File: src/rtl/fsm_status_monitor.sv
// Passive monitor for the sequencer status code: decodes state, flags illegal
// transitions, measures COUNT dwell and counts rounds. Optional: MON_DWELL_CHECK_EN.
module fsm_status_monitor #(
  parameter logic [7:0] EXP_COUNT_LEN = 8'd4
) (
  input  logic       clk,
  input  logic       reset,
  input  logic [7:0] code_in,
  input  logic       sample_en,
  input  logic       err_clr,
  output logic [2:0] state_dec,
  output logic       trans_pulse,
  output logic       seq_err,
  output logic [3:0] err_count,
  output logic [7:0] count_len,
  output logic       len_valid,
  output logic [7:0] rounds
);

  localparam int unsigned CW = 8;
  localparam int unsigned SW = 3;

  localparam logic [CW-1:0] C_IDLE  = CW'(0);
  localparam logic [CW-1:0] C_COUNT = CW'(10);
  localparam logic [CW-1:0] C_WAIT  = CW'(5);
  localparam logic [CW-1:0] C_DONE  = CW'(15);
  localparam logic [CW-1:0] C_FAULT = CW'(17);

  localparam logic [SW-1:0] S_IDLE  = SW'(0);
  localparam logic [SW-1:0] S_COUNT = SW'(1);
  localparam logic [SW-1:0] S_WAIT  = SW'(2);
  localparam logic [SW-1:0] S_DONE  = SW'(3);
  localparam logic [SW-1:0] S_FAULT = SW'(4);
  localparam logic [SW-1:0] S_UNK   = SW'(7);

  function automatic logic [SW-1:0] decode(input logic [CW-1:0] c);
    case (c)
      C_IDLE:  decode = S_IDLE;
      C_COUNT: decode = S_COUNT;
      C_WAIT:  decode = S_WAIT;
      C_DONE:  decode = S_DONE;
      C_FAULT: decode = S_FAULT;
      default: decode = S_UNK;
    endcase
  endfunction

  logic [CW-1:0] code_q;
  logic [7:0]    dwell;

  logic [SW-1:0] in_s;
  logic          is_change;
  logic          legal;
  logic          cnt_to_wait;
  logic          dwell_bad;
  logic          err_event;
  logic          round_done;
  logic [7:0]    dwell_nxt;
  logic          seq_err_nxt;
  logic [3:0]    err_count_nxt;

  // Transition classification against the currently held state
  always_comb begin
    in_s        = decode(code_in);
    is_change   = sample_en && (code_in != code_q);
    legal       = 1'b0;
    case (state_dec)
      S_IDLE:  legal = (in_s == S_COUNT);
      S_COUNT: legal = (in_s == S_WAIT);
      S_WAIT:  legal = (in_s == S_DONE);
      S_DONE:  legal = (in_s == S_IDLE);
      S_FAULT: legal = (in_s == S_IDLE);
      S_UNK:   legal = (in_s == S_IDLE);
      default: legal = 1'b0;
    endcase
    cnt_to_wait = is_change && (state_dec == S_COUNT) && (in_s == S_WAIT);
    round_done  = is_change && (state_dec == S_DONE) && (in_s == S_IDLE);
  end

`ifdef MON_DWELL_CHECK_EN
  assign dwell_bad = cnt_to_wait && (dwell != EXP_COUNT_LEN);
`else
  logic unused_exp_len;
  assign unused_exp_len = ^EXP_COUNT_LEN;
  assign dwell_bad      = 1'b0;
`endif

  assign err_event = (is_change && !legal) || dwell_bad;

  // Next values for the dwell counter and error bookkeeping
  always_comb begin
    dwell_nxt     = dwell;
    seq_err_nxt   = seq_err;
    err_count_nxt = err_count;

    if (is_change) begin
      dwell_nxt = (in_s == S_COUNT) ? 8'd1 : 8'd0;
    end else if (sample_en && (state_dec == S_COUNT) && (dwell != 8'd255)) begin
      dwell_nxt = dwell + 8'd1;
    end

    // An error on the same edge as a clear leaves exactly one error recorded
    if (err_event) begin
      seq_err_nxt   = 1'b1;
      if (err_clr) begin
        err_count_nxt = 4'd1;
      end else if (err_count != 4'd15) begin
        err_count_nxt = err_count + 4'd1;
      end
    end else if (err_clr) begin
      seq_err_nxt   = 1'b0;
      err_count_nxt = 4'd0;
    end
  end

  always_ff @(posedge clk) begin
    if (reset) begin
      code_q      <= C_IDLE;
      state_dec   <= S_IDLE;
      dwell       <= 8'd0;
      trans_pulse <= 1'b0;
      seq_err     <= 1'b0;
      err_count   <= 4'd0;
      count_len   <= 8'd0;
      len_valid   <= 1'b0;
      rounds      <= 8'd0;
    end else begin
      if (sample_en) begin
        code_q    <= code_in;
        state_dec <= in_s;
      end
      dwell       <= dwell_nxt;
      trans_pulse <= is_change;
      seq_err     <= seq_err_nxt;
      err_count   <= err_count_nxt;
      len_valid   <= cnt_to_wait;
      if (cnt_to_wait) begin
        count_len <= dwell;
      end
      if (round_done) begin
        rounds <= rounds + 8'd1;
      end
    end
  end

endmodule

File: config.mk
export PLATFORM = sky130hd
export DESIGN_NAME = fsm_status_monitor
export DESIGN_NICKNAME = d
export VERILOG_FILES = /design/src/rtl/fsm_status_monitor.sv
export SDC_FILE = /design/constraint.sdc
export NUM_CORES = 1
export LEC_CHECK = 0
export CAP_MARGIN = 20
export CORE_MARGIN = 1.5
export CORE_UTILIZATION = 52
export DETAILED_ROUTE_END_ITERATION = 10
export HOLD_SLACK_MARGIN = 0.1
export PLACE_DENSITY_LB_ADDON = 0.2
export REMOVE_ABC_BUFFERS = 1
export SETUP_SLACK_MARGIN = 0.05
export SLEW_MARGIN = 40
export SYNTH_ARGS = -nofsm -noshare
export SYNTH_HDL_FRONTEND = slang
export SYNTH_SLANG_ARGS = --single-unit
File: constraint.sdc
create_clock -name clk -period 2.8 [get_ports clk]
set_input_delay 0.28 -clock clk [delete_from_list [all_inputs] [get_ports clk]]
set_output_delay 0.28 -clock clk [all_outputs]
set_load 0.03 [all_outputs]
---- Word-level counts from Yosys, hierarchy flattened ----
Index checks and enable logic that the tools add are counted.
operators by class
  add/subtract/negate cells ............... 3
  reductions and logical operators ........ 17
  equality and inequality tests ........... 15
  mux-type cells .......................... 11
operators with widths
  kind                 number
  $add 8x1->8 const B  2
  $eq 8x4->1 const B   2
  $mux 4               4
  $mux 8               2
  $pmux 3 s5           1
  $eq 3x2->1 const B   4
  $eq 8x3->1 const B   1
  $eq 8x5->1 const B   1
  $logic_and 1x1->1    8
  $logic_not 8->1      1
  $ne 8x8->1           1
  $ne 8x8->1 const B   1
  $eq 3x1->1 const B   2
  $eq 3x3->1 const B   2
  $logic_not 3->1      2
  $reduce_bool 2->1    3
  $add 4x1->4 const B  1
  $ne 4x4->1 const B   1
  $pmux 1 s4           1
  $mux 1               3
  $reduce_or 3->1      1
  $reduce_and 2->1     1
  $logic_not 1->1      1
storage, ports and cells
  bits of input ports ..................... 12
  register bits ........................... 42
  word-level logic and storage cells ...... 55

---- Longest topological paths before layout ----
Gate-level depths: netlist of the first run.
  depth after elaboration ................. 8
  mapped depth ............................ 7
  mapped depth without buffers ............ 6

---- Worst setup path after synthesis of the first run ----
No wires, ideal clock.
  kind .................................... input -> register
  start point ............................. input port code_in[5]
  end point ............................... register rounds[4]
  stages .................................. 7
  buffers on the path ..................... 1
  arrival time ............................ 2.023 ns
  setup slack ............................. 0.649 ns
  cell sequence ........................... or3_1 buf_6 or4_4 a211oi_4 nand4_1 xor2_1 nor2_1
between the ends
  word-level cells in the longest chain between the ends .. 4
  elaborated cells on any way between the ends .. 11
  those cells by class .................... eq/ne: 5; mux: 1; reduce/logical: 5
ends and longest elaborated chain
  what                                                  RTL line  source
  start: declaration                                    8         input logic [7:0] code_in,
  $eq 8x5->1, or another cell as far along              37        case (c)
  $pmux 3 s5 or $logic_and 1x1->1 (tied branches)       37, 64
  $logic_not 3->1 or $logic_and 1x1->1 (tied branches)  76        round_done = is_change && (state_dec == S_DONE) && (in_s == S_IDLE);
  $logic_and 1x1->1 (*)                                 76
  end signal: assignment                                140       rounds <= rounds + 8'd1;
  end: declaration                                      17        output logic [7:0] rounds
Every way passes the cells marked *; elsewhere a longest branch is shown, timed or not.
A chain may end at the register's enable or synchronous reset.

---- Worst setup path in the final report of the first run ----
  start point ............................. input port code_in[5]
  end point ............................... register rounds[7]
The elaborated chain is that of the path after synthesis.

==> results of run 1 <==
## report_power, final
part           switching, mW  internal (mW)  total (mW)
combinational         0.0743         0.0654       0.140
sequential            0.0150          0.611       0.626
clock                  0.198          0.267       0.465
total                  0.287          0.943        1.23
## area by class of cell
cell class	count	area [µm²]
multi-input cells	169	1120
repair buffers	50	468
clock buffers	7	76.3
well taps	48	60.1
inverters	1	3.75
fillers	313	1150
clock inverters	1	30.0
flip-flops and latches	42	841
## worst min-delay path, stage by stage (launching register included)
cell and delay [ns]:
dfxtp_1 0.31, nand2b_1 0.07, a21oi_1 0.06
## cell usage in the layout, fill, tap and decap left out, types with 2 or more instances in the layout
master,instances
or2_1,2
buf_4,13
a21oi_1,5
a211oi_1,2
ha_1,3
nand4_1,6
nor3b_1,2
xnor2_1,3
o21ai_0,3
dfxtp_1,42
nor2_1,43
o211ai_1,2
xor2_1,20
clkdlybuf4s50_1,37
nor4_2,2
nand3b_1,3
nor3_1,3
mux2i_1,17
nand2_1,9
o31ai_1,2
and2_1,3
clkbuf_8,5
clkbuf_1,2
or3b_1,2
and3_1,4
or3_1,6
o21ai_1,3
nand3_1,7
## metal layers
metal,part of all wire [%],vias to the layer above
li1,-,879
met1,48,792
met2,46,44
met3,4.6,5
met4,1.5,0
met5,0,-
## worst max-delay path by stage
stage,startpoint,to,slack (ns)
5_1_grt,code_in[5],rounds[7],0.29
4_1_cts,code_in[5],rounds[7],0.45
3_3_place_gp,code_in[5],rounds[7],0.15
2_1_floorplan,code_in[5],rounds[4],0.68
3_5_place_dp,code_in[5],rounds[7],0.14
6_report,code_in[5],rounds[7],0.45
## cell families (layout without fill, tap and decap cells)
kind of cell / count (synthesis) / in the layout / synth area share, %
buffers and inverters: 14 / 59 / 5.72
adders and majority gates: 3 / 3 / 1.81
muxes: 17 / 17 / 8.19
xor gates and xnor gates: 23 / 23 / 9.69
AOI/OAI and AO/OA: 27 / 27 / 9.39
DFF: 42 / 42 / 40.5
and+or+nand+nor: 99 / 99 / 24.7
## registers in the layout, indices dropped and copies added (netlist names)
name         count
dwell            8
code_q           8
state_dec        3
seq_err          1
trans_pulse      1
count_len        8
len_valid        1
err_count        4
rounds           8
## through the flow
stage | instances | area [µm²] | hold slack (ns)
6_report | 318 | 2600 | 0.484
5_1_grt | 318 | 2600 | 0.514
4_1_cts | 318 | 2600 | 0.493
3_5_place_dp | 310 | 2490 | 0.483
3_3_place_gp | 310 | 2490 | 0.466
2_1_floorplan | 212 | 1960 | 0.349
==> summary.md, run 1 <==
| Metric | Value |
|---|---|
| Outcome | finished clean |
| Max Root-Sink Buffers | 2 |
| Total gr overflow | 0 |
| Vias in the first global route | 1474 |
| Area Growth Syn to Fin | 25.0% |
| Slew @ Worst Pin | 0.551 ns |
| Worst Path Arrival | 2.54 ns |
| Worst hold path endpoint | seq_err |
| Clk_lat worst skew | 0.30 ns |
| Num CTS Buffers | 5 |
| Most frequent cell after synthesis | nor2_1 |
| Drt total wl | 3.99 mm |
| Initial core utilization | 55.5% |
| Commonest cells in the netlist | 43 x nor2_1, 42 x dfxtp_1, 20 x xor2_1 |
| RSZ-0062 raised after global routing | no |
| CP bufs+invs | 1 |
| Worst r2r dst | err_count[1] |
| Gr busiest metal | met2 |
| DIE WIDTH | 66.2 µm |
| Hpwl dp | 2.92 mm |
| CP endpoint kind | register |
| Power per cell area | 474 nW/µm² |
| Period utilization | 84.0% |
| CTS H-Tree Depth | 2 |
| Worst hold-check path type | reg -> reg |
| Pin count of the biggest net entering global routing | 26 |
| FP Rows | 22 |
| Setup Buffers After CTS | 0 |
| M1 GR Usage | 25.7% |
| Total power | 1.23 mW |
| Seq/Total Area, Yosys | 40.5% |
| Final Max Tran Viols | 0 |
| Routability Congestion | 0.809 |
| Worst Skew | 0.00472 ns |
| Fin crit period | 2.35 ns |
| Mapped Cells | 225 |
| CP Depth | 7 |
| Post-Syn Area | 2080 µm² |
| CP top delay family | simple AND/OR/NAND/NOR gates |
| Leakage | 1.04 nW |
| TritonCTS clock tree | built |
| DRT iter0 DRCs | 82 |
| Setup TNS | 0 ns |
| # resized after CTS | 0 |
| Min-delay src | seq_err |
| Worst Slack Setup Final | 0.447 ns |
| Avg Cell Area, Syn | 9.24 µm² |
| First-pass GRT wire length | 6.63 mm |
| Largest cells by area after synthesis | dfxtp_1 40%, xor2_1 8.4%, mux2i_1 8.2% |
| Post-layout util | 69.4% |
| Worst path required time | 2.98 ns |
| Setup violators final | 0 |
| Via count | 1720 |
| GR Util met3 | 5.62% |
| Area of the die | 4390 µm² |
| Achievable frequency | 425 MHz |
| Yosys Warn Count | 0 |
| R2R Setup Slk | 0.66 ns |
| Vias per cell | 5.41 |
| Max-slew headroom | 63.2% |
| Synth cell types | 47 |
| I/O pin total | 38 |
| Drt pass-1 iters | 4 |
| # DRC | 0 |
| Yosys reg bits | 42 |
| Setup CP Type | in -> reg |
| Worst r2r src | state_dec[1] |
| Hold depth | 2 |
| Routed Antenna Nets | 0 |
| Nets@finish | 284 |
| CP Max Fanout | 8 |
| Final hold violation count | 0 |
| Pre-CTS WS | 0.139 ns |
| Peak VDD IR | 0.337 mV |
| Met2 GRT Util | 30.9% |
| CTS Sinks | 42 |
| Cell taking the most area after synthesis | dfxtp_1 |
| Clk slew on worst S/H paths | 0.08 ns |
| Setup crit start kind | primary input |
| IO buf count | 37 |
| Routed len/inst | 12.5 µm |
| Async set-reset flop share out of synthesis | 0% |
| Core area | 3740 µm² |
| Worst path max stage delay | 0.57 ns |
| Max Cap Violations | 0 |
| Prevailing post-synth register cell | dfxtp_1 |
| Number of synthesized flops with an enable pin | 0 |
| Initial antenna violation count | 0 |
| Critical Path Slowest Stage Cell | or4_4 |
| Worst-path cell chain | clkdlybuf4s50_1 > or3_1 > or4_4 > a211oi_4 > nand4_1 > xor2_1 > nor2_1 |
| Die height | 66.2 µm |
| Root buf cell | clkbuf_8 |
| Ant diodes | 0 |
| Yosys top cell area share | 40.5% |
| Register-to-Register Path Depth | 6 |
| Total Routing Usage GR | 19.8% |
| Share of layout cells above drive strength 1 | 9.26% |
| CTS Hold Bufs | 0 |
(Power assumes the default switching activity.)
==> run 2: changes to the inputs <==
--- a/config.mk
+++ b/config.mk
@@ -7,7 +7,7 @@
 export LEC_CHECK = 0
 export CAP_MARGIN = 20
 export CORE_MARGIN = 1.5
-export CORE_UTILIZATION = 52
+export CORE_UTILIZATION = 47
 export DETAILED_ROUTE_END_ITERATION = 10
 export HOLD_SLACK_MARGIN = 0.1
 export PLACE_DENSITY_LB_ADDON = 0.2
==> constraint.sdc (replaced) <==
create_clock -name clk -period 2.16 [get_ports clk]
set_input_delay 0.216 -clock clk [delete_from_list [all_inputs] [get_ports clk]]
set_output_delay 0.216 -clock clk [all_outputs]
set_load 0.03 [all_outputs]
==> summary.md, run 2 (synthesis results as in run 1) <==
| Metric | Value |
|---|---|
| Outcome | finished clean |
| Vias per cell | 5.32 |
| Via count | 1792 |
| Most frequent cells in the layout | 43 x nor2_1, 42 x dfxtp_1, 33 x clkdlybuf4s50_1, 28 x buf_4, 20 x xor2_1 |
| RSZ-0062 raised after global routing | yes |
| Pre-CTS WS | -0.363 ns |
| Max Root-Sink Buffers | 2 |
| Worst r2r dst | err_count[1] |
| CP Max Fanout | 8 |
| Drt pass-1 iters | 4 |
| Register-to-Register Path Depth | 6 |
| Worst Skew | 0.00429 ns |
| Peak VDD IR | 0.337 mV |
| Worst path required time | 2.35 ns |
| Root buf cell | clkbuf_8 |
| CP bufs+invs | 2 |
| Setup crit start kind | primary input |
| Clk_lat worst skew | 0.29 ns |
| Num CTS Buffers | 5 |
| Hpwl dp | 3.23 mm |
| TritonCTS clock tree | built |
| Initial antenna violation count | 0 |
| Core area | 4120 µm² |
| Max Cap Violations | 0 |
| R2R Setup Slk | 0.21 ns |
| Launch point of the worst path | code_in[7] |
| Setup CP Type | in -> reg |
| DRT iter0 DRCs | 50 |
| Drt total wl | 4.39 mm |
| CP Depth | 8 |
| # DRC | 0 |
| Area Growth Syn to Fin | 33.3% |
| Layout Cells excl Fill | 337 |
| Worst Path Arrival | 2.23 ns |
| Total Routing Usage GR | 19.4% |
| Setup violators final | 0 |
| Share of layout cells above drive strength 1 | 16.0% |
| Initial core utilization | 50.5% |
| FP Rows | 23 |
| Vias in the first global route | 1703 |
| Clk slew on worst S/H paths | 0.08 ns |
| Area of the die | 4830 µm² |
| Setup TNS | 0 ns |
| Nets@finish | 301 |
| CTS Hold Bufs | 0 |
| CTS Sinks | 42 |
| Fin crit period | 2.04 ns |
| Ant diodes | 0 |
| First-pass GRT wire length | 7.66 mm |
| Power per cell area | 587 nW/µm² |
| Slew @ Worst Pin | 0.569 ns |
| Die height | 69.5 µm |
| Achievable frequency | 489 MHz |
| Final hold violation count | 0 |
| Worst-path cell chain | clkdlybuf4s50_1 > or3_4 > or4_4 > a211oi_4 > buf_6 > nand4_1 > xor2_1 > nor2_1 |
| Routed Antenna Nets | 0 |
| Worst r2r src | state_dec[0] |
| Critical Path End | rounds[4] |
| Total gr overflow | 0 |
| Placed cells | 327 |
| Final Max Tran Viols | 0 |
| Worst Slack Setup Final | 0.117 ns |
| CP top delay family | simple AND/OR/NAND/NOR gates |
| Period utilization | 94.6% |
| DIE WIDTH | 69.5 µm |
| CP endpoint kind | register |
| I/O pin total | 38 |
| Critical Path Slowest Stage Cell | or4_4 |
| IO buf count | 37 |
| Routability Congestion | 0.891 |
| CTS H-Tree Depth | 2 |
| Commonest non-fill, non-tap cell in the layout | nor2_1 |
| Pin count of the biggest net entering global routing | 27 |
| Worst hold-check path type | in -> reg |
| Leakage | 1.17 nW |
| Routed len/inst | 13.0 µm |
| Max-slew headroom | 62.0% |
| Worst path max stage delay | 0.56 ns |
-- run 2: metal layers --
layer | GRT usage, % | up-vias | part of all wire [%]
li1 | - | 914 | -
met1 | 23.9 | 838 | 46
met2 | 33.1 | 34 | 50
met3 | 4.07 | 6 | 3.4
met4 | 7.19 | 0 | 1.3
met5 | 0 | - | 0
-- run 2: how the worst min path moves through the flow --
stage | from | to | slack, ns | cells past startpoint
final | code_in[1] | code_q[1] | 0.31 | 3
after global routing | code_in[1] | code_q[1] | 0.37 | 3
after CTS | seq_err | seq_err | 0.49 | 2
after detailed placement | seq_err | seq_err | 0.48 | 2
after global placement | seq_err | seq_err | 0.46 | 2
after floorplan | reset | seq_err | 0.29 | 1
-- run 2: where the power goes --
group / leakage, nW / switching (mW) / internal, mW / total [mW]
logic: 0.776 / 0.109 / 0.108 / 0.217
registers: 0.342 / 0.0134 / 0.792 / 0.805
clock network: 0.0524 / 0.258 / 0.346 / 0.603
total: 1.17 / 0.380 / 1.25 / 1.63
-- run 2: stage by stage --
stage	utilization (%)	hold slack (ns)	cell area (µm²)	power (mW)
after floorplan	-	0.285	1960	0.915
after global routing	67.3	0.367	2770	1.70
after global placement	63.6	0.462	2620	1.03
after CTS	66.6	0.490	2740	1.63
after detailed placement	63.6	0.480	2620	1.04
final	67.3	0.307	2770	1.63
-- run 2: worst min-delay path: stages --
cell and delay [ns]:
dlymetal6s2s_1 0.18, mux2i_1 0.10, nor2_1 0.07
-- run 2: cell type report --
class                   instances  area [µm²]
clock buffers                   7        76.3
clock inverters                 1        30.0
fillers                       358        1350
inverters                       1        3.75
multi-input cells             169        1130
flip-flops and latches         42         841
well taps                      50        62.6
repair buffers                 67         622
-- run 2: what timing repair did --
action	CTS	global route
setup endpoints to repair	10	10
resized for setup	2	7
pin swaps	1	5
setup buffers	1	1
endpoints found under the hold margin	0	0
==> run 3: changes to the inputs <==
--- a/config.mk
+++ b/config.mk
@@ -7,7 +7,8 @@
 export LEC_CHECK = 0
 export CAP_MARGIN = 20
 export CORE_MARGIN = 1.5
-export CORE_UTILIZATION = 47
+export CORE_UTILIZATION = 49
+export CTS_BUF_LIST = sky130_fd_sc_hd__clkbuf_8
 export DETAILED_ROUTE_END_ITERATION = 10
 export HOLD_SLACK_MARGIN = 0.1
 export PLACE_DENSITY_LB_ADDON = 0.2
==> summary.md, run 3 (synthesis results as in run 1) <==
| Metric | Value |
|---|---|
| Outcome | finished clean |
| Vias per cell | 5.23 |
| Num CTS Buffers | 5 |
| Area of the die | 4640 µm² |
| Area Growth Syn to Fin | 33.7% |
| Commonest non-fill, non-tap cell in the layout | nor2_1 |
| Hpwl dp | 3.06 mm |
| DRT iter0 DRCs | 50 |
| Hold Slack | 0.327 ns |
| Drt pass-1 iters | 4 |
| Slew @ Worst Pin | 0.584 ns |
| # DRC | 0 |
| Leakage | 1.17 nW |
| Max-slew headroom | 61.0% |
| Setup violators final | 0 |
| Setup crit start kind | primary input |
| Total gr overflow | 0 |
| CP endpoint kind | register |
| First-pass GRT wire length | 7.20 mm |
| Initial antenna violation count | 0 |
| Routed len/inst | 12.7 µm |
| Most frequent cells in the layout | 43 x nor2_1, 42 x dfxtp_1, 34 x clkdlybuf4s50_1, 31 x buf_4, 20 x xor2_1 |
| CTS Sinks | 42 |
| Initial core utilization | 51.6% |
| Worst Slack Setup Final | 0.140 ns |
| Max Root-Sink Buffers | 2 |
| Total Routing Usage GR | 20.6% |
| Power per cell area | 580 nW/µm² |
| Routability Congestion | 0.846 |
| Peak VDD IR | 0.364 mV |
| Pin count of the biggest net entering global routing | 18 |
| Worst Path Arrival | 2.20 ns |
| Clk_lat worst skew | 0.29 ns |
| Achievable frequency | 495 MHz |
| Total power | 1.61 mW |
| Period utilization | 93.5% |
| Clk slew on worst S/H paths | 0.07 ns |
| Core area | 4030 µm² |
| TritonCTS clock tree | built |
| Worst path required time | 2.34 ns |
| Max Cap Violations | 0 |
| Routed Antenna Nets | 0 |
| Via count | 1777 |
| Drt total wl | 4.33 mm |
| RSZ-0062 raised after global routing | no |
| Fin crit period | 2.02 ns |
| Root buf cell | clkbuf_8 |
| Share of layout cells above drive strength 1 | 16.9% |
| FP Rows | 23 |
| Final Max Tran Viols | 0 |
| DIE WIDTH | 68.1 µm |
| IO buf count | 37 |
| CTS Hold Bufs | 0 |
| Post-layout util | 69.0% |
| Die height | 68.1 µm |
| Pre-CTS WS | -0.295 ns |
| I/O pin total | 38 |
| CTS H-Tree Depth | 2 |
| Ant diodes | 0 |
| Final hold violation count | 0 |
| Setup CP Type | in -> reg |
| Worst hold-check path type | in -> reg |
| Vias in the first global route | 1582 |
| Setup TNS | 0 ns |
| Nets@finish | 304 |
| CP Max Fanout | 8 |
| Worst Skew | 0.00462 ns |
## run 3: cell types whose count changed in the layout (fill, tap and decap cells not counted), sizes merged
cell and change:
dlymetal6s2s -2, clkbuf -2, dlygate4sd2 +1, buf +3, inv +2, clkdlybuf4s50 +1
## run 3: critical path: stages
cell,delay (ns)
clkdlybuf4s50_1,0.43
or3_4,0.40
or4_4,0.50
a211oi_4,0.17
buf_6,0.15
nand4_1,0.11
xor2_1,0.18
nor2_1,0.06
## run 3: cell type report
| type | instances | area [µm²] |
|---|---|---|
| Timing Repair Buffer | 70 | 629 |
| Sequential cell | 42 | 841 |
| Multi-Input combinational cell | 169 | 1140 |
| Fill cell | 350 | 1250 |
| Tap cell | 50 | 62.6 |
| Inverter | 1 | 3.75 |
| Clock inverter | 3 | 37.5 |
| Clock buffer | 5 | 68.8 |
## run 3: metal layers
metal | up-vias | GRT usage, % | part of all wire, %
met5 | - | 0 | 0
met4 | 0 | 6.75 | 1.2
met1 | 815 | 26.8 | 47
li1 | 916 | - | -
met2 | 41 | 33.1 | 46
met3 | 5 | 5.43 | 4.8
## run 3: where the power goes
part / internal [mW] / switching, mW / leakage, nW / total (mW)
clock network: 0.336 / 0.254 / 0.0607 / 0.591
registers: 0.792 / 0.0163 / 0.342 / 0.808
logic: 0.105 / 0.107 / 0.767 / 0.212
total: 1.23 / 0.378 / 1.17 / 1.61
## run 3: final timing paths
check | from | to | slack (ns) | depth (start not counted)
setup reg to reg | state_dec[2] | err_count[1] | 0.19 | 6
hold reg to reg | seq_err | seq_err | 0.47 | 2
setup / recovery | code_in[2] | rounds[7] | 0.14 | 8
hold / removal | code_in[5] | code_q[5] | 0.33 | 4
## run 3: metrics by stage
stage | instance area [µm²] | std cells
6_report | 2780 | 340
5_1_grt | 2780 | 340
4_1_cts | 2740 | 338
3_5_place_dp | 2610 | 327
3_3_place_gp | 2610 | 327
2_1_floorplan | 1960 | 212
## run 3: what timing repair did
item                                    in CTS  in global routing
endpoints found under the setup margin       3                  9
endpoints found under the hold margin        0                  0
buffers inserted                             3                  2
resized for setup                            3                  6
pin swaps                                    4                  4
